===== src/rtl/ysyx_22040125_bru.sv =====
// ysyx_22040125_bru -- branch-resolution unit for the EXU stage.
//
// Resolves conditional branches (beq/bne/blt/bge/bltu/bgeu) and unconditional
// jumps, compares the outcome with the IFU prediction, and holds the result in
// a one-entry output register with a valid/ready handshake. A misprediction
// raises out_redirect and forces pc_sel_out to BR_PC_SEL.
//
// Ports:
//   clk, rst            clock, synchronous active-high reset
//   in_valid/in_ready   upstream handshake (in_ready drops during flush)
//   b_check[5:0]        one-hot condition select: beq,bne,blt,bge,bltu,bgeu
//   jump                unconditional jump
//   rs1_data, rs2_data  compare operands
//   pc, target          branch PC and computed taken target
//   pred_taken/target   IFU prediction
//   pc_sel              default PC select from decode
//   flush               drops the held entry, blocks acceptance this cycle
//   out_valid/out_ready downstream handshake
//   out_taken, out_redirect, out_next_pc, pc_sel_out   registered result
//   perf_br_cnt, perf_mis_cnt                          performance counters
//
// Optional feature: define BRU_PERF_CNT_EN to build saturating handshake and
// mispredict counters; otherwise both counter ports are tied to zero.

module ysyx_22040125_bru #(
    parameter int         XLEN      = 64,
    parameter int         CNT_W     = 32,
    parameter logic [2:0] BR_PC_SEL = 3'b010
) (
    input  logic             clk,
    input  logic             rst,
    input  logic             in_valid,
    output logic             in_ready,
    input  logic [5:0]       b_check,
    input  logic             jump,
    input  logic [XLEN-1:0]  rs1_data,
    input  logic [XLEN-1:0]  rs2_data,
    input  logic [XLEN-1:0]  pc,
    input  logic [XLEN-1:0]  target,
    input  logic             pred_taken,
    input  logic [XLEN-1:0]  pred_target,
    input  logic [2:0]       pc_sel,
    input  logic             flush,
    output logic             out_valid,
    input  logic             out_ready,
    output logic             out_taken,
    output logic             out_redirect,
    output logic [XLEN-1:0]  out_next_pc,
    output logic [2:0]       pc_sel_out,
    output logic [CNT_W-1:0] perf_br_cnt,
    output logic [CNT_W-1:0] perf_mis_cnt
);

    // Saturating increment for the performance counters.
    function automatic logic [CNT_W-1:0] sat_inc(input logic [CNT_W-1:0] v);
        return (&v) ? v : v + {{(CNT_W-1){1'b0}}, 1'b1};
    endfunction

    logic            accept;
    logic [XLEN:0]   sum_p0;
    logic            eq_p0;
    logic            ltu_p0;
    logic            lt_p0;
    logic            cond_p0;
    logic            taken_p0;
    logic            redirect_p0;
    logic [XLEN-1:0] next_pc_p0;

    logic            vld_p1;
    logic            taken_p1;
    logic            redirect_p1;
    logic [XLEN-1:0] next_pc_p1;
    logic [2:0]      pc_sel_p1;

    assign in_ready = ~flush & (~vld_p1 | out_ready);
    assign accept   = in_valid & in_ready;

    // ---- stage p0: combinational resolution of the offered branch ----
    always_comb begin
        // rs1 - rs2 computed as rs1 + ~rs2 + 1 with a carry-out bit;
        // no carry means rs1 < rs2 unsigned.
        sum_p0 = {1'b0, rs1_data} + {1'b0, ~rs2_data} + {{XLEN{1'b0}}, 1'b1};
        eq_p0  = (rs1_data == rs2_data);
        ltu_p0 = ~sum_p0[XLEN];
        // Signed less-than: negative vs non-negative decides directly,
        // same signs fall back to the sign of the difference.
        lt_p0  = (rs1_data[XLEN-1] & ~rs2_data[XLEN-1])
               | (~(rs1_data[XLEN-1] ^ rs2_data[XLEN-1]) & sum_p0[XLEN-1]);
        // Multiple select bits simply OR together.
        cond_p0 = (b_check[5] &  eq_p0)
                | (b_check[4] & ~eq_p0)
                | (b_check[3] &  lt_p0)
                | (b_check[2] & ~lt_p0)
                | (b_check[1] &  ltu_p0)
                | (b_check[0] & ~ltu_p0);
        taken_p0 = jump | cond_p0;
        next_pc_p0 = taken_p0 ? target : pc + {{(XLEN-3){1'b0}}, 3'b100};
        // A not-taken branch predicted not-taken ignores pred_target.
        redirect_p0 = (taken_p0 != pred_taken)
                    | (taken_p0 & (target != pred_target));
    end

    // ---- stage p1: one-entry output register ----
    always_ff @(posedge clk) begin
        if (rst) begin
            vld_p1      <= 1'b0;
            taken_p1    <= 1'b0;
            redirect_p1 <= 1'b0;
            next_pc_p1  <= '0;
            pc_sel_p1   <= 3'b000;
        end else if (flush) begin
            vld_p1 <= 1'b0;
        end else if (accept) begin
            vld_p1      <= 1'b1;
            taken_p1    <= taken_p0;
            redirect_p1 <= redirect_p0;
            next_pc_p1  <= next_pc_p0;
            pc_sel_p1   <= pc_sel;
        end else if (vld_p1 & out_ready) begin
            vld_p1 <= 1'b0;
        end
    end

    assign out_valid    = vld_p1;
    assign out_taken    = taken_p1;
    assign out_redirect = redirect_p1;
    assign out_next_pc  = next_pc_p1;
    assign pc_sel_out   = redirect_p1 ? BR_PC_SEL : pc_sel_p1;

`ifdef BRU_PERF_CNT_EN
    logic             hs_p1;
    logic [CNT_W-1:0] br_cnt_q;
    logic [CNT_W-1:0] mis_cnt_q;

    // A flushed entry is dropped, so it never counts as retired.
    assign hs_p1 = vld_p1 & out_ready & ~flush;

    always_ff @(posedge clk) begin
        if (rst) begin
            br_cnt_q  <= '0;
            mis_cnt_q <= '0;
        end else if (hs_p1) begin
            br_cnt_q <= sat_inc(br_cnt_q);
            if (redirect_p1) begin
                mis_cnt_q <= sat_inc(mis_cnt_q);
            end
        end
    end

    assign perf_br_cnt  = br_cnt_q;
    assign perf_mis_cnt = mis_cnt_q;
`else
    assign perf_br_cnt  = '0;
    assign perf_mis_cnt = '0;
`endif

endmodule


===== config.mk =====
export PLATFORM = sky130hd
export DESIGN_NAME = ysyx_22040125_bru
export DESIGN_NICKNAME = d
export VERILOG_FILES = /design/src/rtl/ysyx_22040125_bru.sv
export SDC_FILE = /design/constraint.sdc
export NUM_CORES = 1
export LEC_CHECK = 0
export BUFFER_PORTS_ARGS = -buffer_cell sky130_fd_sc_hd__clkbuf_2
export CORE_AREA = 2 2 182 184
export DETAILED_ROUTE_END_ITERATION = 10
export DIE_AREA = 0 0 184 186
export PLACE_DENSITY = 0.59
export SYNTH_ARGS = -nofsm -noshare
export SYNTH_HDL_FRONTEND = slang
export SYNTH_SLANG_ARGS = --single-unit
export TNS_END_PERCENT = 10

===== constraint.sdc =====
create_clock -name clk -period 6.94 [get_ports clk]
set_clock_uncertainty 0.1 [all_clocks]
set_input_delay 1.388 -clock clk [delete_from_list [all_inputs] [get_ports clk]]
set_output_delay 1.388 -clock clk [all_outputs]
set_load 0.05 [all_outputs]

==> results by group, run 1 <==
Outcome
  • Status: complete, no violations

Synth
  • Async SR Flop Fraction: 0%
  • Netlist cell types: 71
  • Top cells by count, synth: inv_1, nand2_1, dfxtp_1, buf_4, ha_1
  • Largest family of logic cells by synthesized area: simple AND/OR/NAND/NOR gates
  • Synth Area in Simple Gates: 26.4%
  • Compound-Gate Fraction of Synth Area: a little over a fifth
  • Syn avg cell area: slightly below 8 um2
  • Post-synth EDFFs: 0
  • Cell taking the most area after synthesis: dfxtp_1
  • FF+latch count, synth: 70
  • Post-Synth Adder-Cell Area: 10.2%
  • Synth top area cells: dfxtp_1, ha_1, xnor2_1
  • Xor-xnor portion of the synthesized cell area: 11.8%
  • Mux contribution to synthesized area: less than 1%
  • Sequential share of the synthesized area: between 10% and 20%
  • Most frequent cell after synthesis: inv_1
  • Share of the synthesized area in the top cell type: 17.1%
  • Post-Synthesis Cells: just over 1,000
  • Synth Flop Type: dfxtp_1
  • Cell area after synthesis: a little over 8000 um2
  • Syn. warnings: 0

Worst setup path
  • Worst Setup End Kind: flop
  • Crit path DAT: between 5 and 6 ns
  • R2R Path Start: out_valid$_SDFFE_PP0P_
  • Worst path most repeated cell: o211ai_1
  • WS Path Type: in -> reg
  • Worst Reg-to-Reg Cells: 8
  • CP Launch Type: input port
  • Slowest stage delay, CP: ~0.63 ns
  • CP max stage cell: or2_2
  • Critical path's top delay family: compound AO/OA/AOI/OAI gates
  • Critical Path RT: between 7 and 8 ns
  • CP bufs+invs: 3
  • Reg-to-reg slack, setup: approximately 4.3 ns
  • CP max FO: 29
  • R2r endpoint: out_next_pc[41]$_SDFFE_PP0P_
  • Crit-path cells: clkbuf_2 -> inv_1 -> ha_1 -> nor2b_1 -> o211ai_1 -> a211o_1 -> o211ai_1 -> a21o_1 -> a2111oi_0 -> o41ai_1 -> a311oi_1 -> fa_1 -> mux2_2 -> nor4_2 -> o31ai_4 -> or2_2 -> buf_4 -> o311ai_2

Timing
  • Final Hold Viols: 0
  • Final min period: 5.72 ns
  • RSZ-0062 raised after global routing: false
  • Total Neg Setup Slack: 0 ns
  • Worst-Margin Slew: roughly 1.1 ns
  • Max-slew violations: 0
  • Final period utilization: 82.4%
  • Max Fclk: 175 MHz
  • Final setup vio count: 0
  • Slew headroom: 25.1%

GRT
  • Vias in the first global route: around 8,800
  • Remaining global-route overflow: 0
  • Gr usage total: between 15 and 20%
  • Largest net degree at the start of global routing: 99
  • First-pass GRT wire length: between 50,000 and 60,000 um
  • Initial antenna violation count: 9

Clock network
  • Clock transition at path regs: ~0.060 ns
  • CTS Buf Count: 9
  • Worst-case clock buffer depth: 2
  • Clock insertion delay at the later pin of the skew report: around 0.34 ns
  • H-tree depth: 3
  • CTS tree: built
  • Root Driver: clkbuf_16
  • TritonCTS Sinks: 70
  • Post-CTS Resized: 0
  • Post-CTS Setup Repair Bufs: 0
  • Hold buffer count at cts: 0

Placement
  • Routability congestion estimate: 0.913
  • Port Buffers: slightly above 400
  • Area after DPL: ~10,000 um2
  • DP HPWL: between 20,000 and 30,000 um

Finish
  • FILL cells: 3,561
  • Synth-to-layout area growth: 30.1%
  • Design Area, Final: roughly 11,000 um2
  • Fraction of layout cells with a size suffix above 1: 34.2%
  • Nets: roughly 1,800

Floorplan
  • Starting Density: between 20% and 30%
  • Cell Rows: 66
  • Height of the die: roughly 190 um
  • Core area: around 32,000 um2
  • Die Width: ~180 um
  • Die ar.: 34,200 um2
  • I/O pins: between 400 and 500

Pwr
  • Power Density: 150 nW/um2
  • PnR Total Power: 1.60 mW
  • Leak: approximately 5 nW
  • VDD IR max: approximately 110 uV

Detailed routing
  • Via density: slightly above 5
  • WL/cell: between 15 and 20 um
  • Routed WL: roughly 36,000 um
  • DR pass1 iterations: 5
  • Via count: roughly 9,200
  • Routed Antenna Nets: 0
  • DR DRC count: 0
  • Initial DRC count: 526

Hold path
  • Hold path endpoint: out_next_pc[57]$_SDFFE_PP0P_
  • Hold Crit Class: reg -> reg
  • Hold Path Depth: 2
  • Min-delay src: out_next_pc[57]$_SDFFE_PP0P_

Flow run
  • Max-cap viol count: 0
## layout make-up
cell class              count  area [um2]  area share (%)
well taps                 408         510            4.79
flip-flops and latches     70        1400            13.2
multi-input cells         818        5970            56.1
repair buffers            415        2100            19.7
clock inverters             7        97.6           0.916
inverters                  88         330            3.10
diodes                      4        10.0          0.0940
clock buffers               9         225            2.11
## power by group
| group | internal [mW] | switching [mW] | total, mW | leakage (nW) |
|---|---|---|---|---|
| Sequential | 0.426 | 0.0150 | 0.441 | 0.573 |
| Clock | 0.316 | 0.203 | 0.519 | 0.152 |
| Combinational | 0.209 | 0.426 | 0.636 | 4.28 |
| Total | 0.951 | 0.644 | 1.60 | 5.01 |
## registers in the layout, summed over array words and instances (netlist names)
name          cells
out_next_pc      64
out_redirect      1
out_taken         1
out_valid         1
pc_sel_p1         3
## per-stage QoR
stage	cells	utilization, %	setup WS (ns)	hold WS (ns)
after floorplan	1094	-	1.86	0.331
after global routing	1817	33.0	0.769	0.379
after detailed placement	1799	32.0	0.839	0.344
final	1819	33.1	1.22	0.354
after global placement	1799	32.0	0.948	0.334
after CTS	1815	33.0	1.20	0.357
## kinds of logic (layout without fill, tap and decap cells)
kind of cell	count (synthesis)	count (layout)
AO/OA/AOI/OAI	221	221
XOR/XNOR	110	110
adder cells (fa/ha/maj)	66	66
buffers and inverters	206	519
flip-flops	70	70
multiplexers	1	1
other	1	68
AND/OR/NAND/NOR	356	356
## how the worst max path moves through the flow
stage                           start                            to  slack (ns)  cells past startpoint
after floorplan           rs2_data[1]  out_next_pc[23]$_SDFFE_PP0P_        1.86                     18
after global placement    rs2_data[1]   out_next_pc[5]$_SDFFE_PP0P_        0.95                     18
after detailed placement  rs2_data[1]   out_next_pc[5]$_SDFFE_PP0P_        0.84                     18
after CTS                 rs2_data[1]   out_next_pc[5]$_SDFFE_PP0P_        1.20                     18
after global routing      rs2_data[6]   out_next_pc[5]$_SDFFE_PP0P_        0.77                     18
final                     rs2_data[1]   out_next_pc[5]$_SDFFE_PP0P_        1.22                     18
## routing by layer
layer,vias to the layer above,global-route usage (%),wire [um]
met5,-,0,53
met4,8,8.77,1470
met3,67,4.32,2670
met2,448,34.6,17100
met1,4301,23.7,14500
li1,4365,-,-
## placed cells by master (no fill, tap or decap), types with 45 or more instances in the layout
cell and count:
inv_1 88, dfxtp_1 70, nand3b_1 45, xor2_1 49, o21ai_0 47, nand2_1 73, conb_1 64, ha_1 65
clkbuf_2 405, xnor2_1 61
## worst min-delay path, stage by stage (launching register included)
cell     delay [ns]
dfxtp_1        0.32
nand2_1        0.05
o31ai_1        0.05
Power figures use the tool's default switching activity.
==> run 2: changes to the inputs <==
--- a/config.mk
+++ b/config.mk
@@ -6,9 +6,9 @@
 export NUM_CORES = 1
 export LEC_CHECK = 0
 export BUFFER_PORTS_ARGS = -buffer_cell sky130_fd_sc_hd__clkbuf_2
-export CORE_AREA = 2 2 182 184
+export CORE_AREA = 2 2 183 185
 export DETAILED_ROUTE_END_ITERATION = 10
-export DIE_AREA = 0 0 184 186
+export DIE_AREA = 0 0 185 187
 export PLACE_DENSITY = 0.59
 export SYNTH_ARGS = -nofsm -noshare
 export SYNTH_HDL_FRONTEND = slang
==> constraint.sdc (replaced) <==
create_clock -name clk -period 5.3 [get_ports clk]
set_clock_uncertainty 0.1 [all_clocks]
set_input_delay 1.06 -clock clk [delete_from_list [all_inputs] [get_ports clk]]
set_output_delay 1.06 -clock clk [all_outputs]
set_load 0.05 [all_outputs]
==> results by group, run 2 (synthesis results as in run 1) <==
GRT
  • Gr usage total: 20.0% (about the same)
  • Largest net degree at the start of global routing: 88 (was 99)
  • Remaining global-route overflow: 0 (unchanged)
  • Vias in the first global route: 8,851 (was 8,750)
  • Initial antenna violation count: 11 (was 9)
  • First-pass GRT wire length: 52,500 um (was 51,700 um)

Pwr
  • Leak: 5.06 nW (was 5.01 nW)
  • Power Density: 193 nW/um2 (was 150 nW/um2)
  • VDD IR max: 161 uV (was 112 uV)

Floorplan
  • Die ar.: 34,600 um2 (was 34,200 um2)
  • Core area: 32,900 um2 (was 32,200 um2)
  • Starting Density: 24.9% (was 25.4%)
  • Height of the die: 187 um (was 186 um)
  • I/O pins: 471 (unchanged)
  • Cell Rows: 67 (was 66)
  • Die Width: 185 um (was 184 um)

Hold path
  • Hold Crit Class: reg -> reg (unchanged)

Timing
  • Hold_ws: 0.352 ns (was 0.354 ns)
  • Max Fclk: about 200 MHz
  • Final Hold Viols: 0 (unchanged)
  • Final period utilization: slightly above 90%
  • Final setup vio count: 0 (unchanged)
  • Max-slew violations: 0 (unchanged)
  • Worst-Margin Slew: 1.13 ns (was 1.12 ns)
  • Final min period: 4.94 ns
  • RSZ-0062 raised after global routing: false (unchanged)
  • Total Neg Setup Slack: 0 ns (unchanged)
  • PnR worst setup slack: 0.365 ns (was 1.22 ns)
  • Slew headroom: 24.1% (was 25.1%)

Finish
  • Final core utilization: 32.8% (was 33.1%)
  • Fraction of layout cells with a size suffix above 1: 34.4% (was 34.2%)
  • Max FFs per register: 64 (unchanged)
  • Most frequent cells in the layout: clkbuf_2, inv_1, nand2_1, dfxtp_1, ha_1 (unchanged)
  • Synth-to-layout area growth: 31.5% (was 30.1%)
  • Most common cell after layout, fill and taps aside: clkbuf_2 (unchanged)
  • Non-filler cells in the finished layout: 1,861 (was 1,819)
  • Nets: 1,809 (was 1,804)

Outcome
  • Status: complete, no violations (unchanged)

Clock network
  • CTS Buf Count: 9 (unchanged)
  • Post-CTS Setup Repair Bufs: 0 (unchanged)
  • Clock insertion delay at the later pin of the skew report: 0.33 ns (was 0.34 ns)
  • CTS tree: built (unchanged)
  • TritonCTS Sinks: 70 (unchanged)
  • H-tree depth: 3 (unchanged)
  • Clock transition at path regs: 0.06 ns (about the same)
  • Worst-case clock buffer depth: 2 (unchanged)
  • Post-CTS Resized: 0 (unchanged)
  • Hold buffer count at cts: 0 (unchanged)
  • Root Driver: clkbuf_16 (unchanged)

Detailed routing
  • DR DRC count: 0 (unchanged)
  • Initial DRC count: 445 (was 526)
  • Via count: 9,022 (was 9,189)
  • Routed WL: 36,300 um (was 35,800 um)
  • WL/cell: 19.5 um (was 19.7 um)
  • Via density: 4.85 (was 5.05)
  • DR pass1 iterations: 5 (unchanged)
  • Routed Antenna Nets: 0 (unchanged)

Flow run
  • Max-cap viol count: 0 (unchanged)

Worst setup path
  • Critical path's top delay family: compound AO/OA/AOI/OAI gates (unchanged)
  • CP max stage cell: a2111oi_0 (was or2_2)
  • CP max FO: 59 (was 29)
  • Worst Setup End Kind: flop (unchanged)
  • Crit path DAT: 5.06 ns (was 5.87 ns)
  • WS Path Type: in -> reg (unchanged)
  • Slowest stage delay, CP: 0.41 ns (was 0.63 ns)
  • Crit-path cells: clkbuf_2 -> inv_1 -> ha_1 -> nor2b_1 -> o211ai_1 -> a211o_1 -> o211ai_1 -> a21o_1 -> a2111oi_0 -> o41ai_1 -> a311oi_1 -> fa_1 -> mux2_2 -> nor4_2 -> o31ai_4 -> buf_12 -> or3_1 -> a32o_1 (was clkbuf_2 -> inv_1 -> ha_1 -> nor2b_1 -> o211ai_1 -> a211o_1 -> o211ai_1 -> a21o_1 -> a2111oi_0 -> o41ai_1 -> a311oi_1 -> fa_1 -> mux2_2 -> nor4_2 -> o31ai_4 -> or2_2 -> buf_4 -> o311ai_2)
  • Reg-to-reg slack, setup: 2.51 ns (was 4.30 ns)
  • Critical Path RT: 5.42 ns (was 7.09 ns)
  • CP Launch Type: input port (unchanged)
  • Worst path most repeated cell: o211ai_1 (unchanged)
  • CP bufs+invs: 3 (unchanged)

Placement
  • Routability congestion estimate: 0.936 (was 0.913)
  • Port Buffers: 406 (unchanged)
  • DP HPWL: 30,700 um (was 29,700 um)
  • Setup WS pre-CTS: -0.0561 ns (was 0.839 ns)
  • Dpl cells: 1,844 (was 1,799)
-- run 2: cell types whose count changed in the layout (fill, tap and decap cells not counted), moves of 2 or more --
cell,change
clkinvlp_4,-2
diode_2,-2
buf_4,+2
buf_12,+3
-- run 2: per-layer routing --
metal / up-vias / part of all wire (%) / GRT usage [%]
met5: - / 0.23 / 0
met4: 16 / 3.0 / 6.38
met3: 57 / 6.8 / 4.73
met2: 364 / 49 / 35.7
li1: 4371 / - / -
met1: 4214 / 41 / 23.2
-- run 2: through the flow --
stage	power, mW	area, um2
after floorplan	1.14	8420
after global placement	1.43	10400
after detailed placement	1.43	10400
after CTS	2.09	10800
after global routing	2.18	10800
final	2.08	10800
-- run 2: cell type report --
class / count / area (um2)
fill: 3635 / 22100
inverter: 88 / 330
tap: 448 / 561
timing repair buffer: 420 / 2170
clock buffer: 9 / 225
multi-input combinational: 818 / 5980
sequential: 70 / 1400
clock inverter: 6 / 87.6
antenna: 2 / 5.00
-- run 2: power breakdown --
group          internal [mW]  switching (mW)
Clock                  0.410           0.250
Sequential             0.557          0.0209
Combinational          0.281           0.562
Total                   1.25           0.833
-- run 2: worst reg2reg max path, delay by kind of cell (launching register included) --
family                 cells  cell delay, ns
buffers and inverters      1            0.41
and+or+nand+nor            5            1.78
AOI/OAI and AO/OA          1            0.10
DFF                        1            0.31
-- run 2: final timing paths --
path	startpoint	end	cells after the start
max	rs2_data[1]	out_next_pc[40]$_SDFFE_PP0P_	18
min	pc_sel_p1[2]$_SDFFE_PP0P_	pc_sel_p1[2]$_SDFFE_PP0P_	2
max reg2reg	out_valid$_SDFFE_PP0P_	out_next_pc[43]$_SDFFE_PP0P_	7
min reg2reg	pc_sel_p1[2]$_SDFFE_PP0P_	pc_sel_p1[2]$_SDFFE_PP0P_	2
==> run 3: changes to the inputs <==
--- a/config.mk
+++ b/config.mk
@@ -6,9 +6,10 @@
 export NUM_CORES = 1
 export LEC_CHECK = 0
 export BUFFER_PORTS_ARGS = -buffer_cell sky130_fd_sc_hd__clkbuf_2
-export CORE_AREA = 2 2 183 185
+export CORE_AREA = 2 2 182 184
 export DETAILED_ROUTE_END_ITERATION = 10
-export DIE_AREA = 0 0 185 187
+export DIE_AREA = 0 0 184 186
+export MAX_ROUTING_LAYER = met4
 export PLACE_DENSITY = 0.59
 export SYNTH_ARGS = -nofsm -noshare
 export SYNTH_HDL_FRONTEND = slang
==> constraint.sdc (replaced) <==
create_clock -name clk -period 6.06 [get_ports clk]
set_clock_uncertainty 0.1 [all_clocks]
set_input_delay 1.212 -clock clk [delete_from_list [all_inputs] [get_ports clk]]
set_output_delay 1.212 -clock clk [all_outputs]
set_load 0.05 [all_outputs]
==> results by group, run 3 (synthesis results as in run 1) <==
Floorplan
  • I/O pins: 471 (unchanged)
  • Die ar.: 34,200 um2 (was 34,600 um2)
  • Starting Density: 25.4% (was 24.9%)
  • Die Width: 184 um (was 185 um)
  • Core area: 32,200 um2 (was 32,900 um2)
  • Height of the die: 186 um (was 187 um)
  • Cell Rows: 66 (was 67)

Finish
  • Synth-to-layout area growth: 30.6% (was 31.5%)
  • Fraction of layout cells with a size suffix above 1: 34.2% (was 34.4%)
  • Nets: 1,806 (was 1,809)
  • Most frequent cells in the layout: clkbuf_2, inv_1, nand2_1, dfxtp_1, ha_1 (unchanged)
  • Max FFs per register: 64 (unchanged)
  • Most common cell after layout, fill and taps aside: clkbuf_2 (unchanged)

GRT
  • Largest net degree at the start of global routing: 98 (was 88)
  • Initial antenna violation count: 9 (was 11)
  • Remaining global-route overflow: 0 (unchanged)
  • Gr usage total: 20.6% (was 20.0%)
  • First-pass GRT wire length: 51,400 um (was 52,500 um)
  • Vias in the first global route: 8,733 (was 8,851)

Worst setup path
  • Crit path DAT: 5.52 ns (was 5.06 ns)
  • Slowest stage delay, CP: 0.42 ns (was 0.41 ns)
  • CP Launch Type: input port (unchanged)
  • Crit-path cells: clkbuf_2 -> inv_1 -> ha_1 -> nor2b_1 -> o211ai_1 -> a211o_1 -> o211ai_1 -> a21o_1 -> a2111oi_0 -> o41ai_1 -> a311oi_1 -> fa_1 -> mux2_2 -> nor4_2 -> o31ai_4 -> buf_4 -> nor2_1 -> buf_4 -> a211oi_1 (was clkbuf_2 -> inv_1 -> ha_1 -> nor2b_1 -> o211ai_1 -> a211o_1 -> o211ai_1 -> a21o_1 -> a2111oi_0 -> o41ai_1 -> a311oi_1 -> fa_1 -> mux2_2 -> nor4_2 -> o31ai_4 -> buf_12 -> or3_1 -> a32o_1)
  • Worst Setup End Kind: flop (unchanged)
  • Reg-to-reg slack, setup: 3.24 ns (was 2.51 ns)
  • CP max FO: 72 (was 59)
  • Critical Path RT: 6.14 ns (was 5.42 ns)
  • WS Path Type: in -> reg (unchanged)
  • CP max stage cell: a2111oi_0 (unchanged)

Detailed routing
  • WL/cell: 19.7 um (was 19.5 um)
  • Via density: 4.98 (was 4.85)
  • DR DRC count: 0 (unchanged)
  • DR pass1 iterations: 5 (unchanged)
  • Via count: 9,085 (was 9,022)
  • Routed Antenna Nets: 0 (unchanged)
  • Routed WL: 35,900 um (was 36,300 um)
  • Initial DRC count: 474 (was 445)

Clock network
  • Post-CTS Resized: 0 (unchanged)
  • Hold buffer count at cts: 0 (unchanged)
  • Worst-case clock buffer depth: 2 (unchanged)
  • Clock transition at path regs: 0.06 ns (about the same)
  • Root Driver: clkbuf_16 (unchanged)
  • Clock insertion delay at the later pin of the skew report: 0.34 ns (was 0.33 ns)
  • Post-CTS Setup Repair Bufs: 0 (unchanged)
  • H-tree depth: 3 (unchanged)
  • TritonCTS Sinks: 70 (unchanged)
  • CTS Buf Count: 9 (unchanged)
  • CTS tree: built (unchanged)

Pwr
  • VDD IR max: 120 uV (was 161 uV)
  • Leak: 5.03 nW (was 5.06 nW)
  • Power Density: 172 nW/um2 (was 193 nW/um2)

Timing
  • Slew headroom: 21.7% (was 24.1%)
  • Worst-Margin Slew: 1.17 ns (was 1.13 ns)
  • Final min period: ~5.4 ns
  • Final Hold Viols: 0 (unchanged)
  • Max Fclk: between 150 and 200 MHz
  • RSZ-0062 raised after global routing: false (unchanged)
  • Final setup vio count: 0 (unchanged)
  • Total Neg Setup Slack: 0 ns (unchanged)
  • Final period utilization: 89.8%
  • Hold_ws: 0.350 ns (was 0.352 ns)
  • Max-slew violations: 0 (unchanged)

Outcome
  • Status: complete, no violations (unchanged)

Placement
  • Port Buffers: 406 (unchanged)
  • Routability congestion estimate: 0.968 (was 0.936)
  • DP HPWL: 30,200 um (was 30,700 um)

Hold path
  • Hold Crit Class: reg -> reg (unchanged)

Flow run
  • Max-cap viol count: 0 (unchanged)
## run 3: critical path: cells and delay by family
| kind | cells | cell delay (ns) |
|---|---|---|
| multiplexers | 1 | 0.34 |
| buffers and inverters | 4 | 0.70 |
| AND/OR/NAND/NOR | 3 | 0.84 |
| adder cells (fa/ha/maj) | 2 | 0.51 |
| AO/OA/AOI/OAI | 9 | 1.83 |
## run 3: final timing paths
| kind | startpoint | end | depth (start not counted) |
|---|---|---|---|
| worst max-delay path | rs2_data[1] | out_taken$_SDFFE_PP0P_ | 19 |
| worst min-delay path | pc_sel_p1[2]$_SDFFE_PP0P_ | pc_sel_p1[2]$_SDFFE_PP0P_ | 2 |
| worst min register to register | pc_sel_p1[2]$_SDFFE_PP0P_ | pc_sel_p1[2]$_SDFFE_PP0P_ | 2 |
| worst max register to register | out_valid$_SDFFE_PP0P_ | out_next_pc[29]$_SDFFE_PP0P_ | 8 |
## run 3: layout make-up
class | count | area [um2]
multi-input cells | 818 | 5970
diodes | 9 | 22.5
fillers | 3525 | 21500
flip-flops and latches | 70 | 1400
clock buffers | 12 | 256
well taps | 408 | 510
repair buffers | 417 | 2110
inverters | 88 | 330
clock inverters | 4 | 77.6
## run 3: report_power, final
part / switching (mW) / internal [mW]
clock: 0.217 / 0.386
combinational: 0.488 / 0.241
sequential: 0.0175 / 0.488
## run 3: metal layers
| layer | wire [um] | track usage [%] |
|---|---|---|
| met2 | 17200 | 34.4 |
| met5 | 0 | - |
| met4 | 1320 | 8.32 |
| met1 | 14400 | 23.8 |
| met3 | 2990 | 4.97 |
## run 3: through the flow
step | area, um2 | util, % | power [mW] | instances | worst slack [ns]
after global routing | 10700 | 33.2 | 1.93 | 1826 | 0.339
after detailed placement | 10300 | 32.1 | 1.24 | 1801 | 0.304
final | 10700 | 33.2 | 1.84 | 1826 | 0.617
after CTS | 10700 | 33.1 | 1.85 | 1817 | 0.664
after global placement | 10300 | 32.1 | 1.23 | 1801 | 0.407
after floorplan | 8420 | - | 0.997 | 1094 | 1.15
